**src/rtl/sm_dmem_responder_pkg.sv**
```systemverilog
// Shared address map and register bit layout for the data-memory responder.
// Both the RTL and the software-side tests use these constants.
package sm_dmem_responder_pkg;

  localparam int SEL_BIT = 31;  // 0 = RAM, 1 = MMIO

  localparam logic [3:0] OFF_GPIO_OUT  = 4'd0;
  localparam logic [3:0] OFF_GPIO_IN   = 4'd1;
  localparam logic [3:0] OFF_TIMER_CNT = 4'd2;
  localparam logic [3:0] OFF_TIMER_CMP = 4'd3;
  localparam logic [3:0] OFF_STATUS    = 4'd4;
  localparam logic [3:0] OFF_TX_DATA   = 4'd5;
  localparam logic [3:0] OFF_CTRL      = 4'd6;

  localparam int ST_MATCH  = 0;
  localparam int ST_FULL   = 1;
  localparam int ST_EMPTY  = 2;
  localparam int ST_CNT_LO = 3;
  localparam int ST_CNT_HI = 6;
  localparam int ST_OVF    = 7;

  localparam int CTRL_IE  = 0;
  localparam int CTRL_TEN = 1;

  // A 16-deep FIFO holding 16 bytes does not fit the 4-bit field; it reads as 0.
  function automatic logic [31:0] pack_status(input logic match, input logic full,
                                               input logic empty, input logic [4:0] cnt,
                                               input logic ovf);
    logic [31:0] s;
    s = '0;
    s[ST_MATCH]            = match;
    s[ST_FULL]             = full;
    s[ST_EMPTY]            = empty;
    s[ST_CNT_HI:ST_CNT_LO] = cnt[3:0];
    s[ST_OVF]              = ovf;
    return s;
  endfunction

endpackage

```
**src/rtl/sm_dmem_responder_if.sv**
```systemverilog
// CPU data bus plus TX byte stream between the responder and its users.
interface sm_dmem_responder_if;
  logic [31:0] dmAddr;
  logic        dmWe;
  logic [31:0] dmWData;
  logic [31:0] dmRData;
  logic [7:0]  txData;
  logic        txValid;
  logic        txReady;

  modport master (output dmAddr, dmWe, dmWData, txReady,
                  input  dmRData, txData, txValid);
  modport slave  (input  dmAddr, dmWe, dmWData, txReady,
                  output dmRData, txData, txValid);
endinterface

```
**src/rtl/sm_dmem_responder_fifo.sv**
```systemverilog
// Synchronous FIFO; DEPTH is a power of two so pointers wrap for free.
module sm_fifo #(
  parameter int W     = 8,
  parameter int DEPTH = 4,
  localparam int PW   = $clog2(DEPTH),
  localparam int CW   = $clog2(DEPTH + 1)
) (
  input  logic          clk,
  input  logic          rst,
  input  logic          push,
  input  logic [W-1:0]  din,
  input  logic          pop,
  output logic [W-1:0]  dout,
  output logic          full,
  output logic          empty,
  output logic [CW-1:0] count
);
  logic [W-1:0]  mem [DEPTH];
  logic [PW-1:0] wr_ptr, rd_ptr;
  logic          do_push, do_pop;

  assign full    = (count == CW'(DEPTH));
  assign empty   = (count == '0);
  assign do_push = push & ~full;
  assign do_pop  = pop & ~empty;
  assign dout    = mem[rd_ptr];

  always_ff @(posedge clk)
    if (do_push) mem[wr_ptr] <= din;

  always_ff @(posedge clk) begin
    if (rst) begin
      wr_ptr <= '0;
      rd_ptr <= '0;
      count  <= '0;
    end else begin
      if (do_push) wr_ptr <= wr_ptr + PW'(1);
      if (do_pop)  rd_ptr <= rd_ptr + PW'(1);
      case ({do_push, do_pop})
        2'b10:   count <= count + CW'(1);
        2'b01:   count <= count - CW'(1);
        default: count <= count;
      endcase
    end
  end
endmodule

```
**src/rtl/sm_dmem_responder.sv**
```systemverilog
// Data-memory responder: word RAM below the select bit, GPIO/timer/TX FIFO
// registers above it. Reads are combinational, writes commit on the edge.
module sm_dmem_responder
  import sm_dmem_responder_pkg::*;
#(
  parameter int RAM_WORDS = 64,
  parameter int TXF_DEPTH = 4
) (
  input  logic                 clk,
  input  logic                 rst,
  sm_dmem_responder_if.slave   bus,
  input  logic [15:0]          gpioIn,
  output logic [15:0]          gpioOut,
  output logic                 irq
);
  localparam int AW = $clog2(RAM_WORDS);
  localparam int CW = $clog2(TXF_DEPTH + 1);

  logic [31:0]       ram [RAM_WORDS];
  logic              is_mmio;
  logic [3:0]        off;
  logic [AW-1:0]     ram_idx;
  logic              wr_en, wr_ram, wr_gpio, wr_cnt, wr_cmp, wr_stat, wr_tx, wr_ctrl;
  logic [1:0][15:0]  gpio_sync;
  logic [31:0]       timer_cnt, timer_cmp;
  logic              ctrl_ie, ctrl_ten, match, ovf;
  logic              match_set, ovf_set;
  logic              txf_full, txf_empty;
  logic [CW-1:0]     txf_cnt;
  logic [31:0]       rdata;
  logic              unused_addr;

  assign is_mmio     = bus.dmAddr[SEL_BIT];
  assign off         = bus.dmAddr[3:0];
  assign ram_idx     = bus.dmAddr[AW-1:0];
  assign unused_addr = ^bus.dmAddr[30:AW];

  // Writes issued in the reset cycle are dropped everywhere, RAM included.
  assign wr_en   = bus.dmWe & ~rst;
  assign wr_ram  = wr_en & ~is_mmio;
  assign wr_gpio = wr_en & is_mmio & (off == OFF_GPIO_OUT);
  assign wr_cnt  = wr_en & is_mmio & (off == OFF_TIMER_CNT);
  assign wr_cmp  = wr_en & is_mmio & (off == OFF_TIMER_CMP);
  assign wr_stat = wr_en & is_mmio & (off == OFF_STATUS);
  assign wr_tx   = wr_en & is_mmio & (off == OFF_TX_DATA);
  assign wr_ctrl = wr_en & is_mmio & (off == OFF_CTRL);

  assign match_set = ctrl_ten & (timer_cnt == timer_cmp);
  assign ovf_set   = wr_tx & txf_full;
  assign irq       = match & ctrl_ie;

  always_ff @(posedge clk)
    if (wr_ram) ram[ram_idx] <= bus.dmWData;

  always_ff @(posedge clk) begin
    if (rst) begin
      gpio_sync <= '0;
      gpioOut   <= '0;
      timer_cnt <= '0;
      timer_cmp <= '0;
      ctrl_ie   <= 1'b0;
      ctrl_ten  <= 1'b0;
      match     <= 1'b0;
      ovf       <= 1'b0;
    end else begin
      gpio_sync[1] <= gpio_sync[0];
      gpio_sync[0] <= gpioIn;
      if (wr_gpio) gpioOut <= bus.dmWData[15:0];
      if (wr_cnt)        timer_cnt <= bus.dmWData;
      else if (ctrl_ten) timer_cnt <= timer_cnt + 32'd1;
      if (wr_cmp) timer_cmp <= bus.dmWData;
      if (wr_ctrl) begin
        ctrl_ie  <= bus.dmWData[CTRL_IE];
        ctrl_ten <= bus.dmWData[CTRL_TEN];
      end
      // Sticky bits: a same-cycle set beats the write-one-to-clear.
      match <= match_set | (match & ~(wr_stat & bus.dmWData[ST_MATCH]));
      ovf   <= ovf_set   | (ovf   & ~(wr_stat & bus.dmWData[ST_OVF]));
    end
  end

  sm_fifo #(.W(8), .DEPTH(TXF_DEPTH)) u_txf (
    .clk   (clk),
    .rst   (rst),
    .push  (wr_tx & ~txf_full),
    .din   (bus.dmWData[7:0]),
    .pop   (bus.txValid & bus.txReady),
    .dout  (bus.txData),
    .full  (txf_full),
    .empty (txf_empty),
    .count (txf_cnt)
  );

  assign bus.txValid = ~txf_empty;

  always_comb begin
    rdata = '0;
    if (!is_mmio) rdata = ram[ram_idx];
    else begin
      case (off)
        OFF_GPIO_OUT:  rdata = {16'h0, gpioOut};
        OFF_GPIO_IN:   rdata = {16'h0, gpio_sync[1]};
        OFF_TIMER_CNT: rdata = timer_cnt;
        OFF_TIMER_CMP: rdata = timer_cmp;
        OFF_STATUS:    rdata = pack_status(match, txf_full, txf_empty, 5'(txf_cnt), ovf);
        OFF_CTRL:      rdata = {30'h0, ctrl_ten, ctrl_ie};
        default:       rdata = '0;
      endcase
    end
  end

  assign bus.dmRData = rdata;
endmodule

```
**src/flat_wrapper.sv**
```systemverilog
// flat-port wrapper written by rule: the top's interface ports become plain ports
module sm_dmem_responder_flat import sm_dmem_responder_pkg::*;
#(
  parameter int RAM_WORDS = 64,
  parameter int TXF_DEPTH = 4
)
  (clk, rst, gpioIn, gpioOut, irq, bus_dmAddr, bus_dmWe, bus_dmWData, bus_txReady, bus_dmRData, bus_txData, bus_txValid);
  sm_dmem_responder_if bus_i ();
  input  logic clk;
  input  logic rst;
  input  logic [15:0] gpioIn;
  output logic [15:0] gpioOut;
  output logic irq;
  input wire logic [$bits(bus_i.dmAddr)-1:0] bus_dmAddr;
  input wire logic [$bits(bus_i.dmWe)-1:0] bus_dmWe;
  input wire logic [$bits(bus_i.dmWData)-1:0] bus_dmWData;
  input wire logic [$bits(bus_i.txReady)-1:0] bus_txReady;
  output wire logic [$bits(bus_i.dmRData)-1:0] bus_dmRData;
  output wire logic [$bits(bus_i.txData)-1:0] bus_txData;
  output wire logic [$bits(bus_i.txValid)-1:0] bus_txValid;
  assign bus_i.dmAddr = bus_dmAddr;
  assign bus_i.dmWe = bus_dmWe;
  assign bus_i.dmWData = bus_dmWData;
  assign bus_i.txReady = bus_txReady;
  assign bus_dmRData = bus_i.dmRData;
  assign bus_txData = bus_i.txData;
  assign bus_txValid = bus_i.txValid;
  sm_dmem_responder #(.RAM_WORDS(RAM_WORDS), .TXF_DEPTH(TXF_DEPTH)) u_core (.clk(clk), .rst(rst), .bus(bus_i), .gpioIn(gpioIn), .gpioOut(gpioOut), .irq(irq));
endmodule
```
**config.mk**
```make
export PLATFORM = sky130hd
export DESIGN_NAME = sm_dmem_responder_flat
export DESIGN_NICKNAME = d
export VERILOG_FILES = /design/src/rtl/sm_dmem_responder_pkg.sv /design/src/rtl/sm_dmem_responder_if.sv /design/src/rtl/sm_dmem_responder_fifo.sv /design/src/rtl/sm_dmem_responder.sv /design/src/flat_wrapper.sv
export SDC_FILE = /design/constraint.sdc
export NUM_CORES = 2
export LEC_CHECK = 0
export ABC_AREA = 1
export CORE_MARGIN = 3
export CORE_UTILIZATION = 35
export DETAILED_ROUTE_END_ITERATION = 8
export DONT_BUFFER_PORTS = 1
export GPL_TIMING_DRIVEN = 0
export PLACE_DENSITY_LB_ADDON = 0.05
export SLEW_MARGIN = 20
export SYNTH_ARGS = -nofsm -noshare
export SYNTH_HDL_FRONTEND = slang
export SYNTH_HIERARCHICAL = 1
export SYNTH_SLANG_ARGS = --single-unit
```
**constraint.sdc**
```tcl
create_clock -name clk -period 13.8 [get_ports clk]
set_clock_uncertainty 0.15 [all_clocks]
set_input_delay 2.07 -clock clk [delete_from_list [all_inputs] [get_ports clk]]
set_output_delay 2.07 -clock clk [all_outputs]
set_load 0.02 [all_outputs]
```
Word-level counts from Yosys, hierarchy flattened. Memory sizes are Yosys's and may differ from the RTL's. A register that Yosys moved wholly into a read port is not among the register bits. Index checks and enable logic that the tools add are counted. Widths: inputs -> output; s select.

Register bits after elaboration: 123. Bits in latches: 0. Bits in writable memories: 2080. ROM bits: 0. Word-level logic and storage cells: 72. Memories: 2.

Memory list: u_core.ram (words 64, bits a word 32, rd ports 1, clocked after memory_dff 0, wr ports 1, line sm_dmem_responder.sv:19) `logic [31:0] ram [RAM_WORDS];`; u_core.u_txf.mem (words 4, bits a word 8, rd ports 1, clocked after memory_dff 1, wr ports 1, line sm_dmem_responder_fifo.sv:18) `logic [W-1:0] mem [DEPTH];`.

$add $sub $neg: 5. Multipliers: 0. Div/mod/pow operators: 0. $lt $le $gt $ge: 0. Eq/ne operators: 10. Shift-type cells: 0. Mux-type cells: 11. Bitwise operators: 28. Reduce and logical (&&, ||, !) cells: 4.

Operator list (count): $pmux 32 s6 (1); $mux 32 (3); $add 32x1->32 const B (1); $eq 32x32->1 (1); $and 1x1->1 (20); $eq 4x3->1 const B (3); $eq 4x2->1 const B (2); $not 1->1 (6); $pmux 3 s2 (1); $add 2x1->2 const B (2); $eq 4x1->1 const B (1); $logic_not 4->1 (1); $mux 1 (4); $mux 2 (2); $reduce_bool 2->1 (2); $add 3x1->3 const B (1); $eq 3x3->1 const B (1); $logic_not 3->1 (1); $sub 3x1->3 const B (1); $eq 2x1->1 const B (1); $eq 2x2->1 const B (1); $or 1x1->1 (2).

Longest topological paths before layout.
Depth after elaboration: 8. Mapped depth: 17. Depth with buffers taken out: 15.

Cells and area by module. Netlist, hierarchy kept.

By module, submodules not included: sm_dmem_responder (times used 1, cells each 8876, area an instance 90805.8 um2); sm_fifo (times used 1, cells each 146, area an instance 1685.4 um2).

Worst setup path before layout. Ideal clock, no wire load.

Path type: in2reg. Start: input bus_dmAddr[1]. End: memory u_core.ram[55][0], enable pin. Data arrival time: 5.396 ns. Required time: 13.189 ns. Slack: 7.793 ns. Stages on the path: 6. Buffers on the path: 4. Path through: buf_2 buf_2 buf_2 buf_1 nand4_1 nor3_1.

RTL lines: from (decl) (line flat_wrapper.sv:14) `input wire logic [$bits(bus_i.dmAddr)-1:0] bus_dmAddr;`; to (decl) (line sm_dmem_responder.sv:19).

No word-level cell before the write port.

Worst setup path after layout.
Start: input bus_dmAddr[2]. End: output bus_dmRData[17].

Longest elaborated chain between the ends: 3. Elaborated cells between the ends (all ways): 9.

Ends and longest elaborated chain: branches (longest 2 deep; another with $mem_v2 64x32); $mux 32 * (line sm_dmem_responder.sv:98) `if (!is_mmio) rdata = ram[ram_idx];`; to (decl) (line flat_wrapper.sv:18) `output wire logic [$bits(bus_i.dmRData)-1:0] bus_dmRData;`.

Every way passes the cells marked *.

==> impl_metrics.json <==
{
  "pwr-share-seq_pct": 49.0,
  "dr.pass1.iters": 6,
  "p_int_mw": 11.43,
  "synthTopCellsByCount": "5010 x nand2_1, 2080 x edfxtp_1, 349 x nand3_1, 306 x inv_1, 255 x buf_2",
  "die_area_um2": 270500,
  "drt-total-wl_mm": 400.0,
  "netlist_area_um2": 92490,
  "end_kind": "output pin",
  "syn_avg_cell_area_um2": 10.25,
  "maxSlewHeadroom_pct": 7.671,
  "detail_route.wl_per_cell_um": 30.44,
  "core_um2": 262700,
  "crit_type": "in2out",
  "ir_drop_v": 0.0001402,
  "post-cts-setup-buffers": 0,
  "yosys_warnings": 6,
  "grt_overflow": 0,
  "synth_flop_cell": "edfxtp_1",
  "root_buffer": "clkbuf_16",
  "nFillCells": 25622,
  "numCtsBuffers": 278,
  "synth_cells": 9022,
  "track_usage_pct": 29.01,
  "dp_hpwl_mm": 272.6,
  "status": "complete, no violations",
  "clk_pin_slew_ps": 60,
  "drc_errors": 0,
  "grt_max_degree": 71,
  "p_sw_share_pct": 23.64,
  "ys_seq_area_share_pct": 70.24,
  "clkLatencyLatePin_ps": 930,
  "crit_path_start_kind": "input pin",
  "io_buffers": 0,
  "design_area_um2": 108500,
  "hold_buffers": 0,
  "synth_top_cell_area_share_pct": 67.53,
  "tightest_slew_ps": 1370,
  "place.gp.congestion": 0.9647,
  "crit_required_ps": 11580,
  "tns_ps": 0,
  "synth.largest_area_cell": "edfxtp_1",
  "synth_most_common_cell": "nand2_1",
  "avgViaCountPerCell": 5.229,
  "rsz0062_at_grt": "false",
  "layout.nets": 9532,
  "async_flop_share_pct": 0,
  "die_h_um": 520.1,
  "clock_power_share_pct": 44.9,
  "rows": 188,
  "syn_to_final_growth_pct": 17.29,
  "crit_fanout": 10,
  "yosys_register_bits": 2205,
  "cp.arrival_ps": 6170,
  "hold_path.class": "reg2reg",
  "grt_pass1_vias": 63893,
  "clockBufferDepth": 4,
  "slew_violations": 0,
  "cts_sinks": 2205,
  "cts_resized": 0,
  "p_leak_nw": 42.90,
  "initial_core_util_pct": 35.20,
  "combPwrFrac_pct": 6.1,
  "synth.area.top_cells": "edfxtp_1 68%, nand2_1 20%, dfxtp_1 2.7%",
  "pin_count": 142,
  "power_density_nw_per_um2": 138.0,
  "place_area_um2": 100300,
  "antenna_found_initial": 53,
  "drv_cap": 0,
  "drive_gt1_share_pct": 8.801,
  "vias": 68725,
  "synth_edf_count": 2080,
  "final-hold-violation-count": 0,
  "p_sw_mw": 3.538,
  "grt_pass1_wl_mm": 540.8,
  "finalCritPeriodShare_pct": 60.78,
  "period_minus_slack_ps": 8388,
  "syn_nets": 9113,
  "drtIter0Drc": 8398,
  "setup_viol": 0,
  "antenna_left": 0,
  "hold_slack_ps": 249.4,
  "die_x_um": 520.1,
  "max_freq_mhz": 119.2,
  "ys_types": 35,
  "cts_tree": "yes",
  "htreeDepth": 5
}
-- layer usage --
metal | global-route usage (%) | up-vias | routed length [um]
met3 | 4.951 | 521 | 30590
met2 | 44.56 | 2952 | 178700
met4 | 10.58 | 2 | 16420
met1 | 41.30 | 34668 | 174300
met5 | 0 | - | 13
li1 | - | 30582 | -
-- flip-flops by register name, indices dropped and copies added, names as in the netlist, named ones only --
name	flops
u_core/ctrl_ie	1
u_core/ctrl_ten	1
u_core/gpioOut	16
u_core/gpio_sync	32
u_core/match	1
u_core/ovf	1
u_core/ram	2048
u_core/timer_cmp	32
u_core/timer_cnt	32
u_core/u_txf/count	3
u_core/u_txf/mem	32
u_core/u_txf/rd_ptr	2
u_core/u_txf/wr_ptr	2
-- critical path: stages --
cell and delay (ps):
buf_2 290, clkbuf_2 630, clkbuf_1 990, nand3_1 340, nand3_1 390, nand2_1 270
nand2_1 120, nand2_1 60, o21ai_1 570, nand2_1 370
-- cell type report --
cell class	count	area [um^2]	area share, %
tap	3515	4398	4.054
multi-input combinational	6037	24710	22.77
clock buffer	341	7350	6.775
buffer	466	2128	1.962
clock inverter	111	757.0	0.6978
antenna	15	37.54	0.03460
sequential	2205	64960	59.88
timing repair buffer	139	2963	2.731
inverter	314	1179	1.086
-- power groups by stage --
stage	combinational, mW	clock, mW	sequential [mW]
2_1_floorplan	0.453	0	7.48
3_3_place_gp	0.884	0	7.48
3_5_place_dp	0.892	0	7.48
4_1_cts	0.896	6.84	7.34
5_1_grt	0.962	7.10	7.33
6_report	0.913	6.72	7.34
-- path summary, 6_finish.rpt --
check	start	end	slack [ps]	cells past startpoint
worst min-delay path	u_core/gpio_sync[14]	u_core/gpio_sync[30]	250	2
worst max register to register	u_core/u_txf/count[1]	u_core/u_txf/mem[3][5]	10370	6
worst min register to register	u_core/gpio_sync[14]	u_core/gpio_sync[30]	250	2
worst max-delay path	bus_dmAddr[2]	bus_dmRData[17]	5410	10
-- layout by cell type, fill, tap and decap left out, drive strengths merged, types with 112 or more instances in the layout --
cell type	synthesis	layout
inv	312	319
dfxtp	125	125
o21ai	114	114
clkbuf	142	483
nand4	112	112
nand3	349	349
nor2	220	220
edfxtp	2080	2080
buf	324	463
nand2	5011	5011
-- kinds of logic (layout without fill, tap and decap cells) --
group                    after synthesis  in the layout  share of synthesized area, %
other                                  0             15                             0
buffers and inverters                780           1371                         3.561
AND/OR/NAND/NOR                     5718           5718                         24.05
AO/OA/AOI/OAI                        275            275                         1.702
XOR/XNOR                              37             37                        0.3504
adder cells (fa/ha/maj)                7              7                        0.1028
flip-flops                          2205           2205                         70.24
-- metrics by stage --
stage               instances  setup WS, ps  power, mW  util (%)
global route            13130          5502      15.40     41.27
CTS                     13128          5476      15.07     41.27
floorplan                9022          7793      7.930         -
detailed placement      12676          5482      8.368     38.19
finish                  13143          5412      14.97     41.29
global placement        12537          2855      8.361     36.88
Note: power is estimated with default switching activity, not from simulation.
